**src/rtl/cycle_block_pkg.sv**
```systemverilog
// Shared definitions for the block-cycle pulse generator and its receive-side tracker.
// Holds the tracker state encoding and the phase-count width helper.
package cycle_block_pkg;

    typedef enum logic [1:0] {
        ST_SEARCH = 2'd0,
        ST_VERIFY = 2'd1,
        ST_LOCKED = 2'd2
    } track_state_e;

    localparam int         ERR_COUNT_W   = 8;
    localparam logic [7:0] ERR_COUNT_MAX = 8'hFF;

    // Width of a 0..cpc-1 phase count; never narrower than one bit.
    function automatic int count_width(input int cpc);
        return (cpc > 1) ? $clog2(cpc) : 1;
    endfunction

endpackage

```
**src/rtl/cycle_phase_counter.sv**
```systemverilog
// Mod-CPC phase counter: resets to CPC-1 so the first pulse lands on phase 0,
// and can be forced to 0 to realign onto a received pulse.
module cycle_phase_counter
    import cycle_block_pkg::*;
#(
    parameter  int CPC = 4,
    localparam int CW  = count_width(CPC)
) (
    input  logic          clk,
    input  logic          reset,
    input  logic          load_i,
    output logic [CW-1:0] count_o
);

    localparam logic [CW-1:0] LAST = CW'(CPC - 1);

    logic [CW-1:0] count_q;
    logic [CW-1:0] count_d;

    // NOTE: next-state logic gets its value on every path, so no latch is inferred.
    always_comb begin
        count_d = count_q + 1'b1;
        if (load_i || (count_q == LAST)) begin
            count_d = '0;
        end
    end

    // NOTE: sequential state uses non-blocking assignments so all registers update together.
    always_ff @(posedge clk) begin
        if (reset) begin
            count_q <= LAST;
        end else begin
            count_q <= count_d;
        end
    end

    assign count_o = count_q;

endmodule

```
**src/rtl/cycle_block_tracker.sv**
```systemverilog
// Receive-side tracker for the block-cycle pulse: acquires and verifies the remote
// pulse train, then flywheels a local phase and flags every spacing error.
module cycle_block_tracker
    import cycle_block_pkg::*;
#(
    parameter  int CPC      = 4,
    parameter  int LOCK_CNT = 2,
    parameter  int LOSS_CNT = 2,
    localparam int CW       = count_width(CPC)
) (
    input  logic                   clk,
    input  logic                   reset,
    input  logic                   cycle_clk_in,
    output logic [CW-1:0]          count_out,
    output logic                   cycle_clk_out,
    output logic                   locked,
    output logic                   err,
    output logic [ERR_COUNT_W-1:0] err_count
);

    localparam int GW = $clog2(LOCK_CNT + 1);
    localparam int BW = $clog2(LOSS_CNT + 1);

    localparam logic [CW-1:0] LAST     = CW'(CPC - 1);
    localparam logic [GW-1:0] GOOD_TGT = GW'(LOCK_CNT);
    localparam logic [BW-1:0] BAD_TGT  = BW'(LOSS_CNT);

    track_state_e          state_q;
    logic [GW-1:0]         good_q;
    logic [BW-1:0]         bad_q;
    logic                  locked_q;
    logic                  err_q;
    logic [ERR_COUNT_W-1:0] err_count_q;

    logic [CW-1:0] ph;
    logic          at_end;
    logic          on_time;
    logic          extra;
    logic          missing;
    logic          realign;
    logic          err_event;

    assign at_end  = (ph == LAST);
    assign on_time = cycle_clk_in && at_end;
    assign extra   = cycle_clk_in && !at_end;
    assign missing = !cycle_clk_in && at_end;

    // The phase is only pulled onto the input before lock; once locked it flywheels.
    assign realign   = ((state_q == ST_SEARCH) && cycle_clk_in) ||
                       ((state_q == ST_VERIFY) && extra);
    assign err_event = (state_q != ST_SEARCH) && (extra || missing);

    cycle_phase_counter #(.CPC(CPC)) u_phase (
        .clk     (clk),
        .reset   (reset),
        .load_i  (realign),
        .count_o (ph)
    );

    always_ff @(posedge clk) begin
        if (reset) begin
            state_q     <= ST_SEARCH;
            good_q      <= '0;
            bad_q       <= '0;
            locked_q    <= 1'b0;
            err_q       <= 1'b0;
            err_count_q <= '0;
        end else begin
            err_q <= err_event;
            if (err_event && (err_count_q != ERR_COUNT_MAX)) begin
                err_count_q <= err_count_q + 1'b1;
            end

            case (state_q)
                ST_SEARCH: begin
                    if (cycle_clk_in) begin
                        good_q <= GW'(1);
                        if (LOCK_CNT == 1) begin
                            state_q  <= ST_LOCKED;
                            locked_q <= 1'b1;
                            bad_q    <= '0;
                        end else begin
                            state_q <= ST_VERIFY;
                        end
                    end
                end
                ST_VERIFY: begin
                    if (on_time) begin
                        good_q <= good_q + 1'b1;
                        if ((good_q + 1'b1) == GOOD_TGT) begin
                            state_q  <= ST_LOCKED;
                            locked_q <= 1'b1;
                            bad_q    <= '0;
                        end
                    end else if (extra) begin
                        good_q <= GW'(1);
                    end else if (missing) begin
                        state_q <= ST_SEARCH;
                        good_q  <= '0;
                    end
                end
                ST_LOCKED: begin
                    if (on_time) begin
                        bad_q <= '0;
                    end else if (extra || missing) begin
                        if ((bad_q + 1'b1) == BAD_TGT) begin
                            state_q  <= ST_SEARCH;
                            locked_q <= 1'b0;
                            good_q   <= '0;
                            bad_q    <= '0;
                        end else begin
                            bad_q <= bad_q + 1'b1;
                        end
                    end
                end
                default: begin
                    state_q  <= ST_SEARCH;
                    locked_q <= 1'b0;
                end
            endcase
        end
    end

    assign count_out     = ph;
    assign cycle_clk_out = locked_q && at_end;
    assign locked        = locked_q;
    assign err           = err_q;
    assign err_count     = err_count_q;

endmodule

```
**config.mk**
```make
export PLATFORM = sky130hd
export DESIGN_NAME = cycle_block_tracker
export DESIGN_NICKNAME = d
export VERILOG_FILES = /design/src/rtl/cycle_block_pkg.sv /design/src/rtl/cycle_phase_counter.sv /design/src/rtl/cycle_block_tracker.sv
export SDC_FILE = /design/constraint.sdc
export NUM_CORES = 1
export LEC_CHECK = 0
export CAP_MARGIN = 20
export CORE_MARGIN = 5
export CORE_UTILIZATION = 35
export CTS_CLUSTER_SIZE = 8
export DETAILED_ROUTE_END_ITERATION = 12
export DONT_BUFFER_PORTS = 1
export GPL_ROUTABILITY_DRIVEN = 0
export MAX_ROUTING_LAYER = met4
export PLACE_DENSITY = 0.59
export SLEW_MARGIN = 40
export SYNTH_ARGS = -nofsm -noshare
export SYNTH_HDL_FRONTEND = slang
export SYNTH_SLANG_ARGS = --single-unit
```
**constraint.sdc**
```tcl
create_clock -name clk -period 4.6 [get_ports clk]
set_input_delay 0 -clock clk [delete_from_list [all_inputs] [get_ports clk]]
set_output_delay 0 -clock clk [all_outputs]
set_load 0.01 [all_outputs]
```
==> reports/results.tsv <==
stage	metric	value	unit
worst_setup_path	crit_buf_inv	1	
synthesis	syn_avg_cell_area	9.542	um2
floorplan	core_area	3028	um2
global_route	grt_use_total	10.74	%
global_route	grt_pass1_vias	781	
synthesis	syn_area	1097	um2
global_route	globalRoute.totalOverflow	0	
global_route	grt_max_degree	21	
clocking	ctsLongestPathBuffers	2	
timing	hold_slack	0.1384	ns
worst_setup_path	critPathCaptureType	flip-flop	
global_route	grt_pass1_wl	3643	um
floorplan	die_height	65.99	um
power	power_density	367.8	nW/um2
route	wl	2128	um
floorplan	top_level_ports	16	
worst_setup_path	critPathLaunchType	flip-flop	
clocking	cts_tree	done	
power	cellInternalPower	0.0002890	W
route	viasPerCell	5.104	
timing	rsz0062_at_grt	no	
min_path	min-delay-path-class	input port to flip-flop	
route	remaining_drc_errors	0	
final_layout	layout-drive-gt1-share	8.403	%
timing	maxSlewHeadroom	52.95	%
clocking	cts.htree.levels	1	
worst_setup_path	max_stage_delay	0.52	ns
worst_setup_path	crit_top_cell	ha_1	
worst_setup_path	arrival	2.54	ns
power	clock_power_share	23.0	%
synthesis	yosysSeqAreaShare	32.84	%
timing	setup_viol	0	
route	dr.pass1.iters	4	
worst_setup_path	critical_path_class	flip-flop to flip-flop	
power	p_switching	0.0001528	W
synthesis	synth_nets	133	
clocking	path_clk_slew	0.11	ns
floorplan	rows	20	
route	ant_nets	0	
final_layout	syn_to_final_growth	9.464	%
clocking	cts_root_buffer	clkbuf_4	
synthesis	ys_async_sr_fraction	0	%
synthesis	dominantRegCellSynth	dfxtp_1	
timing	hold_violations	0	
worst_setup_path	cpMaxStageDelayCell	or4_1	
power	seq_power_share	44.5	%
route	vias	832	
synthesis	ys_types	40	
timing	fin_skew	0.003057	ns
clocking	postCtsSetupBuffers	0	
flow_run	maxCapViolCount	0	
placed_design	io_buffer_count	0	
worst_setup_path	cpLargestDelayFamily	simple AND/OR/NAND/NOR gates	
timing	post-route-min-period	2.309	ns
route	detail_route.iter0.violations	29	
worst_setup_path	reg2reg_slack	2.29	ns
timing	report.final.slew_viol_count	0	
synthesis	synth_warnings	0	
final_layout	layout_common_cells	dfxtp_1, ha_1, inv_1	
worst_setup_path	critPathMaxFanout	6	
synthesis	synthCells	115	
final_layout	fin_nets	138	
floorplan	die_w	65.99	um
worst_setup_path	crit_chain	ha_1 -> inv_1 -> ha_1 -> and2b_2 -> nand4_4 -> or4_1 -> a21oi_1	
final_layout	antenna_cells	0	
clocking	cts.sinks	18	
clocking	ctsResizeCount	0	
global_route	antenna_found_initial	0	
timing	period_share	50.20	%
power	share_comb_of_total_power	32.5	%
synthesis	synth-seq-cells	18	
floorplan	die_area	4355	um2
timing	setup_tns	0	ns
power	switching_share	34.60	%
route	detail_route.wl_per_cell	13.06	um
final_layout	fill_cells	317	
floorplan	start_util	36.24	%
worst_setup_path	worstPathRequired	4.83	ns
synthesis	synth_edf_count	0	
power	leakagePower	0.4794	nW
outcome	status	finished, final reports clean	
placed_design	place_hpwl	1622	um
final_layout	mostFrequentLayoutCell	dfxtp_1	
clocking	numCtsBuffers	3	
timing	fmax	433.0	MHz
timing	tightestPinTransition	0.7035	ns
clocking	clkLatencyLatePin	0.30	ns
power	peakVddDrop	0.1894	mV
==> metrics by stage <==
step                      power [W]  cells  worst slack (ns)  util, %  area, um2
final                     0.0004418    163             2.291    39.67       1201
after floorplan           0.0003134    115             2.519        -       1097
after detailed placement  0.0003407    157             2.310    37.81       1145
after global placement    0.0003385    157             2.412    37.81       1145
after CTS                 0.0004480    163             2.275    39.67       1201
after global routing      0.0004752    163             2.077    39.67       1201
==> repair_timing <==
action	CTS	global route
setup endpoints to repair	0	0
endpoints found under the hold margin	18	0
hold buffers	2	0
==> state kept, by name, indices dropped and copies added, names as in the netlist <==
register         flops
locked               1
u_phase.count_o      2
err                  1
bad_q                2
good_q               2
err_count            8
state_q              2
==> kinds of logic (layout without fill, tap and decap cells) <==
| logic type | Yosys count | in the layout | synth area share [%] |
|---|---|---|---|
| AND/OR/NAND/NOR | 38 | 38 | 23.26 |
| AO/OA/AOI/OAI | 25 | 25 | 16.42 |
| flip-flops | 18 | 18 | 32.84 |
| adder cells (fa/ha/maj) | 15 | 15 | 17.10 |
| buffers and inverters | 12 | 16 | 4.105 |
| multiplexers | 5 | 5 | 4.675 |
| XOR/XNOR | 2 | 2 | 1.597 |
==> worst paths after layout <==
| check | startpoint | to | cells after the start |
|---|---|---|---|
| worst max-delay path | u_phase.count_o[0] | err_count[5] | 7 |
| worst min-delay path | cycle_clk_in | state_q[0] | 3 |
| worst max register to register | u_phase.count_o[0] | err_count[5] | 7 |
| worst min register to register | bad_q[1] | bad_q[1] | 2 |
==> cell type report <==
class,count,area [um2],area share (%)
multi-input combinational,85,691.9,57.60
sequential,18,360.3,30.00
tap,44,55.05,4.583
inverter,10,37.54,3.125
clock buffer,4,36.28,3.021
timing repair buffer,2,20.02,1.667
==> power groups by stage <==
| stage | registers (W) | logic (W) | clock network, W |
|---|---|---|---|
| 2_1_floorplan | 0.000195 | 0.000118 | 0 |
| 5_1_grt | 0.000200 | 0.000163 | 0.000112 |
| 3_5_place_dp | 0.000201 | 0.000140 | 0 |
| 3_3_place_gp | 0.000200 | 0.000138 | 0 |
| 4_1_cts | 0.000197 | 0.000145 | 0.000106 |
| 6_report | 0.000196 | 0.000144 | 0.000102 |
==> worst register-to-register path: stages, from the launching register on <==
cell and delay, ns:
dfxtp_1 0.43, ha_1 0.31, inv_1 0.13, ha_1 0.37, and2b_2 0.21, nand4_4 0.13
or4_1 0.53, a21oi_1 0.14
==> synthesized netlist by cell type, drive strengths merged (2+ instances only) <==
cell / n / area (um2)
nand2b: 6 / 37.54
ha: 15 / 187.7
o211ai: 2 / 15.01
a21o: 2 / 15.01
a211oi: 3 / 27.52
nor2b: 4 / 25.02
dfxtp: 18 / 360.4
nand3: 3 / 15.01
o21ai: 2 / 10.01
nand4: 2 / 27.53
inv: 10 / 37.54
o21a: 2 / 15.01
xor2: 2 / 17.52
nor2: 8 / 30.03
a2111oi: 2 / 23.77
mux2i: 4 / 40.04
nor3: 3 / 15.01
nand2: 2 / 7.510
a21oi: 7 / 35.03
==> metal layers <==
layer	track usage (%)	wire (um)	vias to the layer above
met4	3.046	6	0
met3	1.701	58	2
met1	14.17	1060	399
met5	-	0	-
li1	-	-	421
met2	17.02	1004	10
Note: power is estimated with default switching activity, not from simulation.
